## config.mk

```make
export PLATFORM = sky130hd
export DESIGN_NAME = wide_add_seq
export DESIGN_NICKNAME = d
export VERILOG_FILES = /design/src/rtl/wide_add_seq.sv
export SDC_FILE = /design/constraint.sdc
export NUM_CORES = 1
export LEC_CHECK = 0
export CAP_MARGIN = 10
export CORE_MARGIN = 3
export CORE_UTILIZATION = 55
export CTS_CLUSTER_DIAMETER = 60
export DETAILED_ROUTE_END_ITERATION = 8
export GPL_TIMING_DRIVEN = 0
export PLACE_DENSITY = 0.86
export SYNTH_ARGS = -nofsm -noshare
export SYNTH_HDL_FRONTEND = slang
export SYNTH_SLANG_ARGS = --single-unit
```

## constraint.sdc

```tcl
create_clock -name clk -period 8.4 [get_ports clk]
set_input_delay 0.84 -clock clk [delete_from_list [all_inputs] [get_ports clk]]
set_output_delay 0.84 -clock clk [all_outputs]
set_load 0.02 [all_outputs]
```

## src/rtl/wide_add_seq.sv

```systemverilog
// Word-serial wide adder/subtractor: one N-bit parallel-prefix adder is reused
// LSW first, with the word carry registered between cycles.

module prefix #(
   parameter int N = 32
) (
   input  logic [N-1:0] a,
   input  logic [N-1:0] b,
   input  logic         cin,
   output logic [N-1:0] s,
   output logic         cout
);
   logic [N-1:0] g_grp;
   logic [N-1:0] p_grp;
   logic [N-1:0] g_nxt;
   logic [N-1:0] p_nxt;
   logic [N:0]   carry;

   // Kogge-Stone span doubling: after the last level bit i holds the (G,P) of [i:0]
   always_comb begin
      g_grp = a & b;
      p_grp = a ^ b;
      g_nxt = '0;
      p_nxt = '0;
      for (int lv = 1; lv < N; lv = lv * 2) begin
         g_nxt = g_grp;
         p_nxt = p_grp;
         for (int i = lv; i < N; i++) begin
            g_nxt[i] = g_grp[i] | (p_grp[i] & g_grp[i-lv]);
            p_nxt[i] = p_grp[i] & p_grp[i-lv];
         end
         g_grp = g_nxt;
         p_grp = p_nxt;
      end
   end

   assign carry[0] = cin;

   genvar gi;
   generate
      for (gi = 0; gi < N; gi++) begin : g_carry
         assign carry[gi+1] = g_grp[gi] | (p_grp[gi] & cin);
      end
   endgenerate

   assign s    = a ^ b ^ carry[N-1:0];
   assign cout = carry[N];
endmodule

module wide_add_seq #(
   parameter int N     = 32,
   parameter int WORDS = 4
) (
   input  logic               clk,
   input  logic               reset,
   input  logic               in_valid,
   output logic               in_ready,
   input  logic [N*WORDS-1:0] a,
   input  logic [N*WORDS-1:0] b,
   input  logic               sub,
   input  logic               cin,
   output logic               out_valid,
   input  logic               out_ready,
   output logic [N*WORDS-1:0] sum,
   output logic               cout,
   output logic               ovf,
   output logic               busy
);
   localparam int W  = N * WORDS;
   localparam int IW = (WORDS > 1) ? $clog2(WORDS) : 1;

   localparam logic [1:0] IDLE = 2'd0;
   localparam logic [1:0] RUN  = 2'd1;
   localparam logic [1:0] DONE = 2'd2;

   logic [1:0]    state_q;
   logic [W-1:0]  a_q;
   logic [W-1:0]  b_q;
   logic          carry_q;
   logic [IW-1:0] idx_q;
   logic [W-1:0]  sum_q;
   logic          cout_q;
   logic          ovf_q;

   logic [N-1:0]  add_a;
   logic [N-1:0]  add_b;
   logic [N-1:0]  add_s;
   logic          add_co;
   logic          last_word;

   assign add_a     = a_q[idx_q*N +: N];
   assign add_b     = b_q[idx_q*N +: N];
   assign last_word = (idx_q == IW'(WORDS - 1));

   prefix #(.N(N)) u_adder (
      .a    (add_a),
      .b    (add_b),
      .cin  (carry_q),
      .s    (add_s),
      .cout (add_co)
   );

   always_ff @(posedge clk) begin
      if (reset) begin
         state_q <= IDLE;
         a_q     <= '0;
         b_q     <= '0;
         carry_q <= 1'b0;
         idx_q   <= '0;
         sum_q   <= '0;
         cout_q  <= 1'b0;
         ovf_q   <= 1'b0;
      end else begin
         case (state_q)
            IDLE: begin
               if (in_valid) begin
                  a_q     <= a;
                  // Subtraction is A + ~B + 1, so B is stored pre-inverted
                  b_q     <= b ^ {W{sub}};
                  carry_q <= sub | cin;
                  idx_q   <= '0;
                  state_q <= RUN;
               end
            end
            RUN: begin
               sum_q[idx_q*N +: N] <= add_s;
               carry_q             <= add_co;
               if (last_word) begin
                  idx_q   <= '0;
                  cout_q  <= add_co;
                  ovf_q   <= (add_a[N-1] == add_b[N-1]) && (add_s[N-1] != add_a[N-1]);
                  state_q <= DONE;
               end else begin
                  idx_q <= idx_q + 1'b1;
               end
            end
            DONE: begin
               if (out_ready) state_q <= IDLE;
            end
            default: state_q <= IDLE;
         endcase
      end
   end

   assign in_ready  = (state_q == IDLE);
   assign out_valid = (state_q == DONE);
   assign busy      = (state_q != IDLE);
   assign sum       = sum_q;
   assign cout      = cout_q;
   assign ovf       = ovf_q;
endmodule
```

Word level (Yosys, flattened, before mapping). Cells that the tools add are included.

$add $sub $neg: 2. Equality and inequality tests: 8. Shift-type cells: 4. Muxes and demuxes: 10. Bitwise logic cells: 456. Reductions and logical operators: 8.

Operators with widths (number): AND 1 bit (290); indexed part select 128 x 8 -> 32 bit (2); OR 1 bit (162); bitwise mux 128 bit (1); variable shift 32 x 34 -> 128 bit (first input constant) (1); indexed part select 32 x 34 -> 128 bit (1); bitwise XOR 128 bit (1); bitwise XOR 32 bit (2); negator 7 -> 34 bit (1); AND 32 bit (1); 2-to-1 mux 2 bit (5); case mux 2 bit (3 select lines) (1); AND reduction 2 bit (3); == test 2 bit (second input constant) (2); != test 2 bit (second input constant) (2); case mux 2 bit (2 select lines) (1); nonzero test 2 bit (2); AND reduction 3 bit (1); adder 2 x 1 -> 2 bit (second input constant) (1); == test 2 x 1 -> 1 bit (second input constant) (1); logical NOT 2 bit (1); != test 2 x 1 -> 1 bit (second input constant) (1); case mux 1 bit (2 select lines) (1); == test 1 bit (1); other kinds (3) (3).

Register bits after elaboration: 391. Output and inout bits: 133. Word-level logic and storage cells: 496.

Longest topological paths before layout. Gate-level depths: netlist of the first run.

Depth after elaboration: 15. Mapped depth: 13. Mapped depth without buffers: 9.

By module. A second synthesis of the first run with hierarchy kept.

Cell total of the unflattened synthesis: 1889. Area, all modules: 17503.0 µm².

Modules (own cells, without submodules): wide_add_seq (instances 1, cells each 1691, area an instance 16000.3 µm², sequential area each 7827.5 µm²); prefix (instances 1, cells each 198, area an instance 1502.7 µm², sequential area each 0.0 µm²).

Worst setup path after synthesis of the first run. No wires, ideal clock.

Path kind: reg-to-reg. From: register idx_q[0]. To: register sum_q[120], in the netlist sum[120]. Data arrival time: 3.974 ns. Required time: 8.330 ns. Setup slack: 4.356 ns. Cell stages (with the launch flop): 14. Period minus slack after synthesis: 4.044 ns. Path through: dfxtp_1 > buf_2 > buf_2 > buf_1 > mux4_2 > ha_1 > buf_2 > and3_1 > or3b_1 > o21a_1 > a22o_4 > a2111oi_4 > o21ai_1 > a21oi_1.

Word-level cells in the longest chain between the ends: 15. Elaborated cells between the ends (all ways): 443.

RTL lines: from (decl) (line 80) `logic [IW-1:0] idx_q;`; from (signal assigned) (line 134) `idx_q <= idx_q + 1'b1;`; indexed part select 128 x 8 -> 32 bit, on equally long branches (line 91, 92); bitwise XOR 32 bit / AND 32 bit (equally long branches) (line 22, 46, 21); AND 1 bit, on equally long branches (line 29, 30); OR 1 bit / AND 1 bit (equally long branches) (line 29) `g_nxt[i] = g_grp[i] | (p_grp[i] & g_grp[i-lv]);`; AND 1 bit / OR 1 bit (equally long branches) (line 29); OR 1 bit / AND 1 bit (equally long branches) (line 29); AND 1 bit / OR 1 bit (equally long branches) (line 29); OR 1 bit / AND 1 bit (equally long branches) (line 29); AND 1 bit / OR 1 bit (equally long branches) (line 29); OR 1 bit / AND 1 bit (equally long branches) (line 29); OR 1 bit (line 29); OR 1 bit (line 42) `assign carry[gi+1] = g_grp[gi] | (p_grp[gi] & cin);`; bitwise XOR 32 bit (line 46) `assign s = a ^ b ^ carry[N-1:0];`; indexed part select 32 x 34 -> 128 bit (line 126) `sum_q[idx_q*N +: N] <= add_s;`; bitwise mux 128 bit (*) (line 126); to (signal, indexed assignment) (line 126); to (decl) (line 81) `logic [W-1:0] sum_q;`.

Mark *: on every way between the ends. The rest lies on a longest branch, timed or not. A chain may end at the register's enable or synchronous reset.

Worst setup path after layout of the first run.
From: register idx_q[1]. To: register sum_q[23], in the netlist sum[23].

The elaborated chain is that of the path after synthesis.

==> impl_metrics.csv, run 1 <==
group,metric,value,unit
critical_path,crit_fanout,10,
critical_path,slowest_stage,"a311oi_1",
power_and_ir_drop,peakVddDrop,0.000134,V
routing,antenna_left,0,
synth,synth_top_area_share,44.2,%
synth,netlist_area,17700,sq um
clocking,cts.repair.resized,0,
placement,port_buffers,393,
routing,vias_per_cell,6.07,
power_and_ir_drop,p_leak,8.43,nW
timing,fmax,0.174,GHz
routing,drtIter0Drc,1385,
synth,synth_ff_type,"dfxtp_1",
power_and_ir_drop,powerDensity,203,nW/um^2
grt,grt_max_degree,15,
critical_path,critPathArrivalTime,6.21,ns
timing,period_share,68.4,%
die,placementRows,65,
routing,drcViolationCount,0,
synth,yosysMostFrequentCell,"dfxtp_1",
job,drv_cap,0,
clocking,cts_buffers,41,
die,ios,395,
critical_path,max_stage_delay,0.93,ns
die,die-area,34400,sq um
cells_and_area,nFillCells,2228,
synth,synth_warnings,0,
cells_and_area,layout-drive-gt1-share,5.91,%
routing,wl_per_cell,22.7,microns
grt,antenna_found_initial,7,
critical_path,start_kind,"flop",
critical_path,cp-end-kind,"flop",
synth,synth_area_leaders,"dfxtp_1 (44%), mux4_2 (8.1%), xnor2_1 (6.9%)",
grt,grt_first_pass_wirelength,95.0,mm
synth,synth_common_cells,"dfxtp_1 (391), nand2_1 (316), nor2_1 (203)",
synth,postSynthCellCount,1939,
timing,hold_slack,0.457,ns
cells_and_area,final_nets,2677,
placement,place_congestion,0.973,
synth,synth-seq-cells,391,
synth,synth-edff-count,0,
timing,setup_tns,0,ns
clocking,max-clock-path-buffers,3,
critical_path,path_class,"flop to flop",
synth,syn_nets,2241,
critical_path,critPathTopFamily,"buffers and inverters",
clocking,clockRootBuffer,"clkbuf_16",
clocking,htreeDepth,2,
timing,worst_pin_slew,1.20,ns
clocking,clock_latency,0.55,ns
die,die_w,185,microns
synth,seq_area_frac_synth,44.2,%
timing,fin_skew,0.0273,ns
routing,finalWirelength,63.7,mm
die,start_util,56.0,%
routing,detail_route.first_pass.iterations,6,
critical_path,required,8.87,ns
grt,grt-ovfl-total,0,
timing,finalMaxSlewViolations,0,
synth,syn_area_per_cell,9.14,sq um
synth,synth_cell_types,58,
timing,max_slew_margin,19.3,%
clocking,tritoncts,"done",
timing,finalCriticalPeriod,5.74,ns
placement,dp_hpwl,50.2,mm
timing,setup_viol,0,
timing,rsz0062_at_grt,"no",
grt,track_usage,35.9,%
routing,num_vias,17045,
worst_hold_path,hold_path.class,"flop to flop",
critical_path,path_buf_inv,4,
cells_and_area,areaGrowthSynthToFinish,32.8,%
critical_path,crit_chain,"buf_2, clkbuf_1, buf_1, mux4_2, ha_1, clkbuf_1, nand2_1, o21ai_0, nor2_1, nor2_1, a21oi_1, a311oi_1, a22o_1",
grt,grt_pass1_vias,17057,
synth,async_flop_share,0,%
clocking,clk_pin_slew,0.06,ns
timing,hold_viol,0,
die,core,31600,sq um
die,die_y,185,microns
clocking,holdBufCountCts,0,
outcome,status,"complete, no violations",
clocking,cts.sinks,391,
synth,synth_top_cell_by_area,"dfxtp_1",
clocking,cts_setup_buffers,0,
-- where the power goes --
part	switching, mW	leakage [nW]	internal (mW)
Sequential	0.0604	3.20	1.96
Clock	0.750	0.664	1.10
Combinational	0.537	4.56	0.373
-- kinds of logic (layout without fill, tap and decap cells) --
kind of cell    Yosys count  count (layout)  share of synthesized area [%]
simple gates            585             585                           13.4
compound gates          533             533                           20.0
flops                   391             391                           44.2
buf+inv                 170             635                           3.66
xor+xnor                152             152                           7.51
mux                      68              68                           8.36
fa+ha+maj                40              40                           2.87
other cells               0               1                              0
-- layout by cell type, fill, tap and decap left out, drive strengths merged, types with 3 or more instances in the layout --
cell	synthesis	routed
a31oi	10	10
clkdlybuf4s50	0	393
bufinv	0	3
ha	39	39
clkinv	0	4
nand2b	9	9
a22oi	53	53
xnor2	140	140
nor4	6	6
nand2	316	316
a211oi	140	140
inv	11	12
nor3	7	7
and2	4	4
xor2	12	12
nand3	7	7
o21ai	57	57
a22o	57	57
nor2	203	203
o211ai	3	3
a21o	9	9
a311oi	3	3
nor2b	6	6
mux4	64	64
mux2i	4	4
a221o	3	3
a21oi	174	174
dfxtp	391	391
buf	37	37
nand4	12	12
clkbuf	122	184
o21a	8	8
-- cell type report --
cell class | instances | area [sq um] | share of cell area [%]
tap | 402 | 503 | 2.14
inverter | 11 | 41.3 | 0.175
clock buffer | 62 | 1220 | 5.17
antenna | 1 | 2.50 | 0.0106
sequential | 391 | 7830 | 33.3
timing repair buffer | 393 | 3930 | 16.7
multi-input combinational | 1378 | 9240 | 39.3
clock inverter | 10 | 156 | 0.665
buffer | 159 | 608 | 2.58
-- flip-flops by register name, indices dropped and copies added (netlist names) --
| register | count |
|---|---|
| ovf | 1 |
| a_q | 128 |
| b_q | 128 |
| cout | 1 |
| sum | 128 |
| idx_q | 2 |
| carry_q | 1 |
| state_q | 2 |
-- routing by layer --
layer	vias up	global-route usage [%]	wire length (microns)
met5	-	0	70
met1	8130	43.6	23800
met4	12	14.9	2950
met2	959	63.0	31100
met3	197	6.62	5780
li1	7747	-	-
-- worst min-delay path, delay by kind of cell (launching register included) --
family | cells | cell delay, ns
AO/OA/AOI/OAI | 1 | 0.05
AND/OR/NAND/NOR | 1 | 0.05
flip-flops | 1 | 0.31
-- metrics by stage --
| stage | std cells | instance area [sq um] | setup WS (ns) | power, mW | util [%] |
|---|---|---|---|---|---|
| finish | 2807 | 23500 | 2.66 | 4.78 | 74.4 |
| global route | 2807 | 23500 | 2.47 | 4.92 | 74.4 |
| CTS | 2806 | 23500 | 2.87 | 4.75 | 74.4 |
| detailed placement | 2734 | 22200 | 2.95 | 2.94 | 70.0 |
| global placement | 2734 | 22200 | 3.02 | 2.92 | 70.0 |
| floorplan | 1939 | 17700 | 4.36 | 2.56 | - |
-- path summary, 6_finish.rpt --
| kind | to | slack (ns) | start | cells after the start |
|---|---|---|---|---|
| setup / recovery | sum[23] | 2.66 | idx_q[1] | 13 |
| hold / removal | a_q[106] | 0.46 | a_q[106] | 2 |
| setup reg to reg | sum[23] | 2.66 | idx_q[1] | 13 |
| hold reg to reg | a_q[106] | 0.46 | a_q[106] | 2 |
Note: power is estimated with default switching activity, not from simulation.
==> run 2, diff against run 1 <==
--- a/config.mk
+++ b/config.mk
@@ -7,11 +7,11 @@
 export LEC_CHECK = 0
 export CAP_MARGIN = 10
 export CORE_MARGIN = 3
-export CORE_UTILIZATION = 55
+export CORE_UTILIZATION = 46
 export CTS_CLUSTER_DIAMETER = 60
 export DETAILED_ROUTE_END_ITERATION = 8
 export GPL_TIMING_DRIVEN = 0
-export PLACE_DENSITY = 0.86
+export PLACE_DENSITY = 0.77
 export SYNTH_ARGS = -nofsm -noshare
 export SYNTH_HDL_FRONTEND = slang
 export SYNTH_SLANG_ARGS = --single-unit
==> constraint.sdc (replaced) <==
create_clock -name clk -period 5.25 [get_ports clk]
set_input_delay 0.525 -clock clk [delete_from_list [all_inputs] [get_ports clk]]
set_output_delay 0.525 -clock clk [all_outputs]
set_load 0.02 [all_outputs]
==> impl_metrics.csv, run 2 (same netlist as run 1, synthesis figures left out) <==
group,metric,value,unit
cells_and_area,post-route-util,62.7,%
critical_path,rr_worst_depth,12,
worst_hold_path,hold_end,"a_q[76]",
critical_path,path_class,"flop to flop",
worst_hold_path,hold_path.class,"flop to flop",
critical_path,cp-end-kind,"flop",
die,die-area,40900,sq um
cells_and_area,layout_commonest_cell,"clkdlybuf4s50_1",
die,start_util,46.8,%
timing,fin_skew,0.0205,ns
clocking,clk_pin_slew,0.06,ns
routing,finalWirelength,63.2,mm
critical_path,start_kind,"flop",
cells_and_area,areaGrowthSynthToFinish,33.9,%
grt,grt_first_pass_wirelength,94.1,mm
die,placementRows,71,
critical_path,path_buf_inv,3,
clocking,tritoncts,"done",
timing,rsz0062_at_grt,"no",
die,die_w,202,microns
grt,grt_max_degree,20,
grt,grt_pass1_vias,16421,
outcome,status,"complete, no violations",
cells_and_area,layout_common_cells,"clkdlybuf4s50_1 (393), dfxtp_1 (391), nand2_1 (316)",
critical_path,critPathLaunch,"idx_q[1]",
clocking,cts_setup_buffers,0,
routing,vias_per_cell,5.66,
cells_and_area,layout-drive-gt1-share,6.37,%
critical_path,cp_common_cell,"o21ai_0",
worst_hold_path,min_delay_path_depth,2,
critical_path,critPathArrivalTime,5.22,ns
clocking,htreeDepth,2,
routing,drtIter0Drc,1167,
cells_and_area,final_nets,2676,
clocking,max-clock-path-buffers,3,
critical_path,crit_chain,"buf_2, buf_1, mux4_2, ha_1, clkbuf_1, nand2_1, o21ai_0, a211oi_1, o21ai_0, o21ai_1, xor2_1, o21ai_0",
critical_path,crit_fanout,19,
grt,track_usage,29.5,%
timing,period_share,91.8,%
grt,grt-ovfl-total,0,
routing,antenna_left,0,
critical_path,max_stage_delay,0.61,ns
critical_path,reg2reg_to,"sum[63]",
timing,fmax,0.208,GHz
timing,finalMaxSlewViolations,0,
critical_path,required,5.65,ns
clocking,cts.repair.resized,1,
job,drv_cap,0,
critical_path,r2r_slack,0.43,ns
worst_hold_path,hold_start,"a_q[76]",
power_and_ir_drop,total_power,7.73,mW
timing,hold_viol,0,
clocking,cts.sinks,391,
die,die_y,202,microns
routing,wl_per_cell,21.7,microns
timing,finalCriticalPeriod,4.82,ns
placement,place_congestion,0.951,
grt,antenna_found_initial,4,
power_and_ir_drop,peakVddDrop,0.000230,V
critical_path,critPathTopFamily,"buffers and inverters",
critical_path,r2r-start,"idx_q[1]",
clocking,clock_latency,0.55,ns
clocking,clockRootBuffer,"clkbuf_16",
die,ios,395,
placement,dp_hpwl,51.0,mm
clocking,holdBufCountCts,0,
cells_and_area,nFillCells,3229,
timing,worst_pin_slew,1.13,ns
timing,max_slew_margin,24.5,%
cells_and_area,insertedDiodeCount,0,
die,core,37800,sq um
critical_path,slowest_stage,"buf_2",
power_and_ir_drop,p_leak,8.48,nW
timing,setup_viol,0,
clocking,cts_buffers,41,
routing,detail_route.first_pass.iterations,6,
placement,port_buffers,393,
routing,drcViolationCount,0,
power_and_ir_drop,powerDensity,326,nW/um^2
routing,num_vias,16494,
## run 2: cell count changes in the layout (fill, tap and decap cells not counted), moves of 2 or more
cell	before	now
buf_1	29	25
clkbuf_2	1	6
clkinv_4	0	2
clkinv_8	2	0
clkbuf_8	9	13
clkinvlp_4	2	0
clkbuf_1	132	126
## run 2: final cells by class
| type | count | area, sq um | share of cell area [%] |
|---|---|---|---|
| clock buffer | 61 | 1230 | 5.19 |
| clock inverter | 11 | 191 | 0.807 |
| timing repair buffer | 393 | 3930 | 16.6 |
| sequential | 391 | 7830 | 33.0 |
| tap | 511 | 639 | 2.69 |
| inverter | 11 | 41.3 | 0.174 |
| multi-input combinational | 1378 | 9250 | 39.0 |
| buffer | 158 | 611 | 2.57 |
## run 2: worst register-to-register path, delay by kind of cell, from the launching register on
| family | cells | cell delay (ns) |
|---|---|---|
| and+or+nand+nor | 1 | 0.22 |
| adders and majority gates | 1 | 0.30 |
| xor gates and xnor gates | 1 | 0.34 |
| buffers and inverters | 3 | 1.55 |
| DFF | 1 | 0.49 |
| muxes | 1 | 0.46 |
| AOI/OAI and AO/OA | 5 | 1.32 |
## run 2: worst max-delay path by stage
stage / to / slack, ns / cells past startpoint
2_1_floorplan: sum[120] / 1.21 / 13
3_3_place_gp: sum[87] / -0.25 / 13
3_5_place_dp: sum[87] / -0.28 / 13
4_1_cts: sum[61] / 0.11 / 13
5_1_grt: sum[87] / 0.1 / 12
6_report: sum[63] / 0.43 / 12
## run 2: report_power, final
group	leakage (nW)	switching (mW)	total, mW	internal (mW)
logic	4.58	0.852	1.45	0.598
clock network	0.701	1.22	3.05	1.83
registers	3.20	0.0927	3.23	3.14
total	8.48	2.16	7.73	5.56
## run 2: layer usage
layer,vias up,track usage [%],wire [microns]
met5,-,0,50
met4,8,9.97,2220
met3,139,5.80,5290
met2,787,51.1,30200
met1,7824,36.9,25400
li1,7736,-,-
## run 2: metrics by stage
step / setup TNS (ns) / cells / hold slack (ns) / area [sq um] / worst slack, ns
floorplan: 0 / 1939 / 0.433 / 17700 / 1.21
global placement: -0.976 / 2843 / 0.436 / 22300 / -0.254
detailed placement: -1.04 / 2843 / 0.447 / 22300 / -0.276
CTS: 0 / 2914 / 0.454 / 23700 / 0.110
global route: 0 / 2914 / 0.476 / 23700 / 0.0990
finish: 0 / 2914 / 0.453 / 23700 / 0.431
